$ cat config.mk
export PLATFORM = sky130hd
export DESIGN_NAME = uart_rx
export DESIGN_NICKNAME = d
export VERILOG_FILES = /design/src/rtl/uart_pkg.sv /design/src/rtl/uart_sync.sv /design/src/rtl/uart_rx.sv
export SDC_FILE = /design/constraint.sdc
export NUM_CORES = 1
export LEC_CHECK = 0
export BUFFER_PORTS_ARGS = -buffer_cell sky130_fd_sc_hd__buf_2
export CAP_MARGIN = 20
export CELL_PAD_IN_SITES_DETAIL_PLACEMENT = 1
export CELL_PAD_IN_SITES_GLOBAL_PLACEMENT = 1
export CORE_MARGIN = 3
export CORE_UTILIZATION = 30
export CTS_BUF_LIST = sky130_fd_sc_hd__clkbuf_4
export CTS_CLUSTER_SIZE = 16
export DETAILED_ROUTE_END_ITERATION = 16
export GPL_TIMING_DRIVEN = 0
export PLACE_DENSITY = 0.56
export SLEW_MARGIN = 0
export SYNTH_ARGS = -nofsm -noshare
export SYNTH_HDL_FRONTEND = slang
export SYNTH_SLANG_ARGS = --single-unit
$ cat constraint.sdc
create_clock -name Clk -period 1.64 [get_ports Clk]
set_clock_uncertainty 0.1 [all_clocks]
set_input_delay 0.082 -clock Clk [delete_from_list [all_inputs] [get_ports Clk]]
set_output_delay 0.082 -clock Clk [all_outputs]
set_load 0.03 [all_outputs]
$ cat src/rtl/uart_pkg.sv
// Shared UART definitions: receiver state encoding and default frame geometry
// common to the receiver and the future transmitter.
package uart_pkg;

    localparam int UART_OVERSAMPLE = 16;
    localparam int UART_DATA_BITS  = 8;

    typedef enum logic [1:0] {
        IDLE  = 2'd0,
        START = 2'd1,
        DATA  = 2'd2,
        STOP  = 2'd3
    } uart_rx_state_t;

endpackage

$ cat src/rtl/uart_sync.sv
// Two-flop synchroniser for an asynchronous single-bit input; the reset value
// is a parameter so idle-high and idle-low lines can share it.
module uart_sync #(
    parameter logic RESET_VAL = 1'b1
) (
    input  logic Clk,
    input  logic Resetn,
    input  logic d,
    output logic q
);

    logic meta_r;
    logic sync_r;

    // Metastability chain: d -> meta_r -> sync_r
    always_ff @(posedge Clk or negedge Resetn) begin
        if (!Resetn) begin
            meta_r <= RESET_VAL;
            sync_r <= RESET_VAL;
        end else begin
            meta_r <= d;
            sync_r <= meta_r;
        end
    end

    assign q = sync_r;

endmodule

$ cat src/rtl/uart_rx.sv
// Oversampling UART receiver: start validation, mid-bit data sampling, stop
// check, and a single-entry valid/ready holding register with error pulses.
module uart_rx
    import uart_pkg::*;
#(
    parameter int DATA_BITS  = UART_DATA_BITS,
    parameter int OVERSAMPLE = UART_OVERSAMPLE
) (
    input  logic                 Clk,
    input  logic                 Resetn,
    input  logic                 baud_tick,
    input  logic                 rx,
    output logic [DATA_BITS-1:0] rx_data,
    output logic                 rx_valid,
    input  logic                 rx_ready,
    output logic                 frame_error,
    output logic                 overrun
);

    localparam int TW = $clog2(OVERSAMPLE);
    localparam int BW = (DATA_BITS > 1) ? $clog2(DATA_BITS) : 1;

    localparam logic [TW-1:0] TICK_ZERO = TW'(0);
    localparam logic [TW-1:0] TICK_ONE  = TW'(1);
    localparam logic [TW-1:0] TICK_MID  = TW'(OVERSAMPLE / 2 - 1);
    localparam logic [TW-1:0] TICK_LAST = TW'(OVERSAMPLE - 1);
    localparam logic [BW-1:0] BIT_ZERO  = BW'(0);
    localparam logic [BW-1:0] BIT_ONE   = BW'(1);
    localparam logic [BW-1:0] BIT_LAST  = BW'(DATA_BITS - 1);

    logic                 rx_s;
    uart_rx_state_t       state_r;
    logic [TW-1:0]        tick_cnt_r;
    logic [BW-1:0]        bit_cnt_r;
    logic [DATA_BITS-1:0] shift_r;
    logic                 stop_hit_s;
    logic                 frame_ok_s;
    logic                 frame_bad_s;
    logic                 drain_s;

    uart_sync #(.RESET_VAL(1'b1)) u_sync (
        .Clk    (Clk),
        .Resetn (Resetn),
        .d      (rx),
        .q      (rx_s)
    );

    // Stop-bit sample point and holding-register handshake decode
    always_comb begin
        stop_hit_s = 1'b0;
        if (baud_tick && (state_r == STOP) && (tick_cnt_r == TICK_LAST)) begin
            stop_hit_s = 1'b1;
        end else begin
            stop_hit_s = 1'b0;
        end
        frame_ok_s  = stop_hit_s & rx_s;
        frame_bad_s = stop_hit_s & ~rx_s;
        drain_s     = rx_valid & rx_ready;
    end

    // Frame FSM: everything advances only on baud_tick
    always_ff @(posedge Clk or negedge Resetn) begin
        if (!Resetn) begin
            state_r    <= IDLE;
            tick_cnt_r <= TICK_ZERO;
            bit_cnt_r  <= BIT_ZERO;
            shift_r    <= {DATA_BITS{1'b0}};
        end else if (baud_tick) begin
            case (state_r)
                IDLE: begin
                    if (!rx_s) begin
                        state_r    <= START;
                        tick_cnt_r <= TICK_ZERO;
                    end
                end
                START: begin
                    if (tick_cnt_r == TICK_MID) begin
                        // Still low at mid start bit: genuine frame; else a glitch
                        state_r    <= rx_s ? IDLE : DATA;
                        tick_cnt_r <= TICK_ZERO;
                        bit_cnt_r  <= BIT_ZERO;
                    end else begin
                        tick_cnt_r <= tick_cnt_r + TICK_ONE;
                    end
                end
                DATA: begin
                    tick_cnt_r <= tick_cnt_r + TICK_ONE;
                    if (tick_cnt_r == TICK_LAST) begin
                        shift_r   <= {rx_s, shift_r[DATA_BITS-1:1]};
                        bit_cnt_r <= bit_cnt_r + BIT_ONE;
                        if (bit_cnt_r == BIT_LAST) begin
                            state_r <= STOP;
                        end
                    end
                end
                STOP: begin
                    tick_cnt_r <= tick_cnt_r + TICK_ONE;
                    if (tick_cnt_r == TICK_LAST) begin
                        state_r <= IDLE;
                    end
                end
                default: begin
                    state_r    <= IDLE;
                    tick_cnt_r <= TICK_ZERO;
                end
            endcase
        end
    end

    // Holding register and one-cycle error pulses
    always_ff @(posedge Clk or negedge Resetn) begin
        if (!Resetn) begin
            rx_data     <= {DATA_BITS{1'b0}};
            rx_valid    <= 1'b0;
            frame_error <= 1'b0;
            overrun     <= 1'b0;
        end else begin
            frame_error <= frame_bad_s;
            overrun     <= frame_ok_s & rx_valid & ~rx_ready;
            if (frame_ok_s && (!rx_valid || rx_ready)) begin
                rx_data  <= shift_r;
                rx_valid <= 1'b1;
            end else if (drain_s) begin
                rx_valid <= 1'b0;
            end
        end
    end

endmodule

==> Word level (Yosys, flattened, before mapping) <==
Index checks and enable logic that the tools add are counted.
{ "word_totals": {"reg_bits": 30, "in_bits": 5, "output_inout_bits": 11, "elab_cells": 59} }
{ "classes": {"add_sub_neg": 2, "eq_ne": 11, "mux": 16, "bitwise": 7, "n_reduce_logical": 13} }
{ "ops": {"columns": ["op", "n"], "rows": [
  ["$mux W2", 6],
  ["$pmux W4 S3", 1],
  ["$mux W4", 2],
  ["$ne A2 B2 Y1 const B", 4],
  ["$pmux W2 S4", 1],
  ["$mux W3", 2],
  ["$pmux W3 S2", 1],
  ["$reduce_and A6 Y1", 1],
  ["$and A1 B1 Y1", 5],
  ["$add A4 B1 Y4 const B", 1],
  ["$eq A2 B2 Y1 const B", 2],
  ["$eq A4 B3 Y1 const B", 1],
  ["$eq A4 B4 Y1 const B", 1],
  ["$reduce_and A4 Y1", 1],
  ["$reduce_bool A2 Y1", 2],
  ["$add A3 B1 Y3 const B", 1],
  ["$eq A3 B3 Y1 const B", 1],
  ["$logic_and A1 B1 Y1", 3],
  ["$mux W1", 3],
  ["$reduce_and A3 Y1", 1],
  ["$eq A2 B1 Y1 const B", 1],
  ["$logic_not A2 Y1", 1],
  ["$ne A2 B1 Y1 const B", 1],
  ["$not A1 Y1", 2],
  ["other kinds (4)", 4]
]} }

==> Longest topological paths before layout <==
Gate-level depths: netlist (run 1).
{ "depth": {"ltp_word": 7, "mapped_depth": 5} }

==> By module <==
A second synthesis (run 1) with hierarchy kept.
{ "unflattened": {"cells_unflattened": 95, "hier_area_um2": 1338.8} }
{ "by_module_without_submodules": {"columns": ["module", "instances", "cells_each", "area_each_um2"], "rows": [
  ["uart_rx", 1, 93, 1286.2],
  ["uart_sync", 1, 2, 52.6]
]} }

==> Worst setup path before layout (run 1) <==
OpenSTA, ideal clock, no wires.
{ "synth_path": {"kind": "reg2reg", "startpoint": "register tick_cnt_r[0]", "endpoint": "register rx_data[0]", "setup_ns": 0.125, "arrival_time_ns": 1.494, "required_ns": 1.415, "slack_ns": -0.079, "stages_incl_launch_ff": 5, "n_path_buf": 0, "path_cell_list": "dfrtp_1 -> ha_1 -> nand4_4 -> nor3b_4 -> mux2_2"} }
{ "synth_via": {"elab_chain_len": 5} }
{ "synth_rtl": {"columns": ["item", "line", "source"], "rows": [
  ["from (decl)", "uart_rx.sv:33", "logic [TW-1:0] tick_cnt_r;"],
  ["from (signal assigned)", "uart_rx.sv:83", "tick_cnt_r <= tick_cnt_r + TICK_ONE;"],
  ["from (signal assigned)", "uart_rx.sv:87", "tick_cnt_r <= tick_cnt_r + TICK_ONE;"],
  ["from (signal assigned)", "uart_rx.sv:97", "tick_cnt_r <= tick_cnt_r + TICK_ONE;"],
  ["$eq A4 B4 Y1", "uart_rx.sv:51", "if (baud_tick && (state_r == STOP) && (tick_cnt_r == TICK_LAST)) begin"],
  ["$logic_and A1 B1 Y1", "uart_rx.sv:51", null],
  ["$mux W1", "uart_rx.sv:51", null],
  ["$and A1 B1 Y1", "uart_rx.sv:56", "frame_ok_s = stop_hit_s & rx_s;"],
  ["$logic_and A1 B1 Y1", "uart_rx.sv:120", "if (frame_ok_s && (!rx_valid || rx_ready)) begin"],
  ["to (signal assigned)", "uart_rx.sv:113", "rx_data <= {DATA_BITS{1'b0}};"],
  ["to (signal assigned)", "uart_rx.sv:121", "rx_data <= shift_r;"],
  ["to (decl)", "uart_rx.sv:13", "output logic [DATA_BITS-1:0] rx_data,"]
]} }
No other way between the ends.
A chain may end at the register's enable or synchronous reset.

==> Worst setup path in the final report (run 1) <==
{ "layout_path": {"startpoint": "register tick_cnt_r[0]", "endpoint": "register rx_data[4]"} }
The elaborated chain is that of the path after synthesis.

==> Implementation_results.wiki, run 1 <==
{| class="wikitable"
! Metric !! Value
|-
| Outcome || complete, no violations
|-
| Kind of critical path || reg2reg
|-
| Yosys reg bits || 30
|-
| Global route overflow || 0
|-
| DP Wirelength || 1760 microns
|-
| CTS HTree Levels || 2
|-
| Setup crit start kind || flip-flop
|-
| TritonCTS clock tree || done
|-
| Clk sinks || 30
|-
| Chain of cells forming the critical path || ha_4, nand4_4, nor3b_4, buf_12, mux2_2
|-
| Power consumption || 1.98 mW
|-
| Leakage power of the design || 0.779 nW
|-
| Layout overhead on the synthesized area || 23.9%
|-
| Vias in the first global route || 1004
|-
| Average size of a mapped cell || 12.8 sq um
|-
| Buffer type at the clock tree root || clkbuf_4
|-
| Maximum root-to-sink buffer count || 2
|-
| Average wire per standard cell || 13.9 microns
|-
| Core ar. || 4120 sq um
|-
| Data arrival time at the worst-slack endpoint || 1.72 ns
|-
| Peak supply drop || 393 uV
|-
| IO buf count || 14
|-
| Cell area after synthesis || 1320 sq um
|-
| Max cap viols || 0
|-
| Number of pins exceeding their max-slew limit in the final report || 0
|-
| Routed vias || 919
|-
| Setup slack at placement || -0.207 ns
|-
| Clock-pin slew reported for the worst setup and hold paths after clock tree synthesis || 0.09 ns
|-
| Critical Path Slowest Stage Cell || dfrtp_1
|-
| Overall die width || 72.4 microns
|-
| Post-synth EDFFs || 0
|-
| Worst Max-Slew Pin Slew || 0.669 ns
|-
| Total of endpoints with negative setup slack in the final report || 0
|-
| Sequential area share after synthesis || 57.0%
|-
| Count of final hold-check violations || 0
|-
| Setup_tns || 0 ns
|-
| Initial DRC count || 39
|-
| Power per cell area || 1210 nW/um^2
|-
| Remaining antenna violation count || 0
|-
| Setup repair after global routing missed its margin || true
|-
| Final clock period utilization by the worst path || 97.8%
|-
| Count of filler cells inserted in the layout || 451
|-
| Yosys warning total || 0
|-
| Number of search-and-repair iterations in the first detailed-routing pass || 4
|-
| RePlAce Congestion || 0.685
|-
| Share of post-route cells with drive strength above 1 || 46.3%
|-
| Total DRC errors in the routed layout || 0
|-
| Tmin final || 1.60 ns
|-
| Setup slack of the critical path after layout || 0.0366 ns
|-
| Initial antenna violation count || 0
|-
| Top FF cell, synth || dfrtp_1
|-
| Final antenna diode count || 0
|-
| Critical path capture point type || flip-flop
|-
| Class of the tightest hold or removal check || in2reg
|-
| Via density per instance || 4.99
|-
| Num CTS Buffers || 5
|-
| I/O Pins || 16
|-
| Headroom to the max-slew limit || 55.4%
|-
| Worst EP required || 1.76 ns
|-
| Clock latency on the worst-skew pair || 0.33 ns
|-
| Synth Instances || 103
|-
| Synth Net Count || 111
|-
| Effective utilization at floorplan || 32.1%
|-
| Vertical die dimension || 72.4 microns
|-
| Number of nets in the layout || 141
|-
| Fraction of registers with async set/reset || 100%
|-
| Final-layout worst hold slack || 0.0604 ns
|-
| Global-route wire length before repair || 4660 microns
|-
| Highest Clock Rate || 624 MHz
|-
| Largest net degree at the start of global routing || 31
|-
| Final core occ || 39.8%
|-
| Critical Path Max Stage Delay || 0.40 ns
|-
| GRT Total Usage || 11.6%
|-
| Total length of routed wires || 2570 microns
|-
| Site row count || 23
|-
| Number of distinct library cells after synthesis || 31
|-
| Worst-path fanout max || 8
|-
| Area of the die || 5240 sq um
|}
[per-layer routing]
layer  track usage [%]  wire length, microns  vias to the layer above
li1                  -                     -                      437
met1              13.2                  1160                      455
met2              19.2                  1220                       20
met3              4.16                   113                        7
met4              5.74                    74                        0
met5                 0                     0                        -
[synth_stat cells (2+ instances only)]
cell | n | area share, %
a21oi_1 | 3 | 1.1
a221oi_1 | 3 | 2.0
a22o_1 | 2 | 1.3
buf_2 | 3 | 1.1
dfrtp_1 | 28 | 53
dfstp_2 | 2 | 4.0
ha_1 | 3 | 2.8
inv_1 | 4 | 1.1
mux2_2 | 18 | 15
nand2_1 | 4 | 1.1
nand3_1 | 2 | 0.76
nand4_1 | 2 | 0.95
nor2_1 | 4 | 1.1
nor2b_1 | 2 | 0.95
o211ai_1 | 2 | 1.1
o21ai_0 | 6 | 2.3
[timing repair]
item	CTS	global route
endpoints found under the hold margin	31	0
buffers inserted	6	0
pin swaps	2	4
setup endpoints to repair	15	24
gates resized for setup	4	10
hold buffers	3	0
gates cloned	0	0
[logic make-up after synthesis]
kind of cell | Yosys count | share of synthesized area (%)
DFF | 30 | 57.0
and+or+nand+nor | 24 | 12.4
AOI/OAI and AO/OA | 19 | 9.56
muxes | 18 | 15.3
buffers and inverters | 9 | 2.93
adders and majority gates | 3 | 2.84
[layout by cell type (no fill, tap or decap), types with 2 or more instances in the layout]
cell / Yosys / final
nand2_1: 4 / 3
a221oi_1: 3 / 3
nor2_1: 4 / 4
nand4_1: 2 / 2
ha_1: 3 / 2
o211ai_1: 2 / 2
dlygate4sd3_1: 0 / 3
buf_2: 3 / 15
dfstp_2: 2 / 2
o21ai_0: 6 / 6
inv_1: 4 / 4
clkbuf_4: 0 / 5
a22o_1: 2 / 2
buf_4: 0 / 7
a21oi_1: 3 / 3
dfrtp_1: 28 / 27
nor2b_1: 2 / 2
mux2_2: 18 / 18
[report_power, final]
| part | total [mW] | internal, mW | leakage (nW) | switching (mW) |
|---|---|---|---|---|
| registers | 0.965 | 0.869 | 0.388 | 0.0964 |
| logic | 0.600 | 0.295 | 0.363 | 0.305 |
| clock network | 0.415 | 0.159 | 0.0286 | 0.256 |
[stage by stage]
stage | std cells | area [sq um]
2_1_floorplan | 103 | 1340
3_3_place_gp | 167 | 1470
3_5_place_dp | 167 | 1470
4_1_cts | 184 | 1620
5_1_grt | 184 | 1640
6_report | 184 | 1640
[layout make-up]
type                            count  area [sq um]  area share [%]
Sequential cell                    30           754            46.0
Multi-Input combinational cell     64           559            34.1
Timing Repair Buffer               23           158            9.62
Tap cell                           50          62.6            3.82
Clock buffer                        5          37.5            2.29
Buffer                              5          36.3            2.21
Clock inverter                      3          16.3           0.992
Inverter                            4          15.0           0.916
[final timing paths]
check | from | to | slack (ns) | cells after the start
setup / recovery | tick_cnt_r[0] | rx_data[4] | 0.04 | 5
hold / removal | baud_tick | tick_cnt_r[2] | 0.06 | 3
setup reg to reg | tick_cnt_r[0] | rx_data[4] | 0.04 | 5
hold reg to reg | u_sync.meta_r | u_sync.q | 0.26 | 0
max in group asynchronous | Resetn | async pin | 0.74 | 2
min in group asynchronous | Resetn | overrun | 0.22 | 2
[worst max-delay path, delay by kind of cell, from the launching register on]
kind / cells / cell delay [ns]
adders and majority gates: 1 / 0.16
buffers and inverters: 1 / 0.15
DFF: 1 / 0.40
muxes: 1 / 0.33
and+or+nand+nor: 2 / 0.34
[flip-flops by register name, indices dropped and copies added, names as in the netlist, named ones only]
name,count
rx_data,8
shift_r,8
tick_cnt_r,4
bit_cnt_r,3
frame_error,1
overrun,1
rx_valid,1
state_r,1
u_sync.meta_r,1
u_sync.q,1
(Power assumes the default switching activity.)
==> run 2: changes to the inputs <==
Settings changed: CORE_MARGIN 3 to default.
==> run 2 against run 1 <==
Compared with the run above:
- global-route usage up 1.1 points
- total power up 0.95%
- sequential cell count unchanged
- critical path type unchanged
- critical endpoint unchanged
- largest cell class unchanged
- die area down 11%
- highest routed layer unchanged
- combinational power up 5.3%
==> Implementation_results.wiki, run 2 (synthesized netlist as in run 1, its figures left out) <==
{| class="wikitable"
! Metric !! Value
|-
| Count of final hold-check violations || 0
|-
| Worst-path fanout max || 8
|-
| Average wire per standard cell || 14.2 microns
|-
| Launch instance of the worst min-delay path || baud_tick
|-
| IO buf count || 14
|-
| Overall die width || 68.4 microns
|-
| Leading cell type in the layout, fill and taps excluded || dfrtp_1
|-
| Setup_tns || 0 ns
|-
| Worst reg2reg setup slack || 0.04 ns
|-
| Setup crit start kind || flip-flop
|-
| Switching power share of the total || 33.3%
|-
| Final clock period utilization by the worst path || 97.3%
|-
| Routed vias || 920
|-
| Global route overflow || 0
|-
| Effective utilization at floorplan || 32.1%
|-
| DP Wirelength || 1700 microns
|-
| Vertical die dimension || 68.4 microns
|-
| Largest registers in the final layout || rx_data: 8 flops, shift_r: 8 flops, tick_cnt_r: 4 flops
|-
| Leakage power of the design || 0.797 nW
|-
| Hold Path Cell Cnt || 3
|-
| Cell internal power dissipation || 1.33 mW
|-
| Via density per instance || 4.95
|-
| Core ar. || 4120 sq um
|-
| Setup repair after global routing missed its margin || true
|-
| Sw power || 0.665 mW
|-
| Hold Path End || tick_cnt_r[3]
|-
| Worst EP required || 1.75 ns
|-
| Clock power share || 20.1%
|-
| Total of endpoints with negative setup slack in the final report || 0
|-
| TritonCTS clock tree || done
|-
| CTS HTree Levels || 2
|-
| Max cap viols || 0
|-
| Worst Max-Slew Pin Slew || 0.682 ns
|-
| Clock-pin slew reported for the worst setup and hold paths after clock tree synthesis || 0.10 ns
|-
| Layout overhead on the synthesized area || 25.6%
|-
| Sequential fraction of design power || 48.3%
|-
| Largest net degree at the start of global routing || 31
|-
| Share of post-route cells with drive strength above 1 || 47.1%
|-
| Kind of critical path || reg2reg
|-
| Number of pins exceeding their max-slew limit in the final report || 0
|-
| Highest Clock Rate || 627 MHz
|-
| Outcome || complete, no violations
|-
| Clk sinks || 30
|-
| Final-layout worst hold slack || 0.0841 ns
|-
| Peak supply drop || 476 uV
|-
| Final antenna diode count || 0
|-
| Number of search-and-repair iterations in the first detailed-routing pass || 4
|-
| Data arrival time at the worst-slack endpoint || 1.71 ns
|-
| Power per cell area || 1200 nW/um^2
|-
| I/O Pins || 16
|-
| Global-route wire length before repair || 4280 microns
|-
| Tmin final || 1.60 ns
|-
| Maximum root-to-sink buffer count || 2
|-
| Num CTS Buffers || 5
|-
| Top library cells by usage in the layout, fill and taps aside || 27 x dfrtp_1, 17 x mux2_2, 16 x buf_2, 10 x buf_4, 6 x o21ai_0
|-
| Headroom to the max-slew limit || 54.5%
|-
| Class of the tightest hold or removal check || in2reg
|-
| Start of the worst register-to-register path || tick_cnt_r[1]
|-
| Power consumption || 2.00 mW
|-
| Initial antenna violation count || 0
|-
| GRT Total Usage || 12.7%
|-
| Total length of routed wires || 2630 microns
|-
| Site row count || 23
|-
| Initial DRC count || 46
|-
| Proportion of power drawn by combinational gates || 31.6%
|-
| Buffer type at the clock tree root || clkbuf_4
|-
| Area of the die || 4680 sq um
|-
| Critical path capture point type || flip-flop
|-
| Number of nets in the layout || 144
|-
| Clock latency on the worst-skew pair || 0.32 ns
|-
| Crit Reg-Reg Endpoint || rx_data[4]
|-
| Vias in the first global route || 907
|-
| Worst Reg-to-Reg Cells || 5
|-
| Total DRC errors in the routed layout || 0
|-
| RePlAce Congestion || 0.711
|-
| Remaining antenna violation count || 0
|}
run 2: worst max-delay path by stage:
stage / slack (ns) / start / endpoint / cells after the start
after CTS: 0.005 / u_sync.q / rx_data[7] / 4
after floorplan: 0.02 / tick_cnt_r[0] / rx_data[0] / 4
after global routing: -0.04 / tick_cnt_r[0] / rx_data[0] / 5
final: 0.04 / tick_cnt_r[1] / rx_data[4] / 5
after detailed placement: -0.21 / tick_cnt_r[0] / rx_data[1] / 4
after global placement: -0.17 / u_sync.q / rx_data[5] / 3
run 2: worst max-delay path: stages (launching register included):
cell	delay, ns
dfrtp_1	0.39
ha_4	0.17
nand4_4	0.11
nor3b_4	0.23
buf_12	0.15
mux2_2	0.33
run 2: power by group through the flow:
stage	registers (mW)	logic [mW]	clock network, mW
after floorplan	0.957	0.412	0
after global placement	0.973	0.497	0
after detailed placement	0.980	0.535	0
after CTS	0.965	0.602	0.423
after global routing	0.983	0.718	0.445
final	0.966	0.632	0.401
run 2: stage by stage:
step | util [%] | instances | setup WS, ns | area, sq um
after CTS | 39.2 | 182 | 0.00538 | 1610
after global placement | 35.7 | 167 | -0.172 | 1470
after detailed placement | 35.7 | 167 | -0.214 | 1470
after global routing | 40.4 | 186 | -0.0354 | 1660
after floorplan | - | 103 | 0.0192 | 1340
final | 40.4 | 186 | 0.0442 | 1660
run 2: per-layer routing:
metal / GRT usage, % / part of all wire [%] / vias up / wire [microns]
met1: 16.7 / 49 / 463 / 1280
met4: 6.25 / 0.84 / 0 / 22
met3: 4.00 / 3.0 / 4 / 79
li1: - / - / 440 / -
met2: 18.6 / 47 / 13 / 1250
met5: 0 / 0 / - / 0
run 2: final cells by class:
class | count | area, sq um
fill | 448 | 2450
inverter | 4 | 15.0
clock buffer | 5 | 37.5
tap | 50 | 62.6
sequential | 30 | 754
timing repair buffer | 26 | 180
multi-input combinational | 64 | 566
clock inverter | 2 | 10.0
buffer | 5 | 36.3
run 2: repair_timing:
item,in CTS,in global routing
resized for setup,6,8
buffers inserted,5,3
setup endpoints to repair,15,22
cloned,0,1
hold endpoints to repair,31,0
hold buffers,3,0
pin swaps,3,1
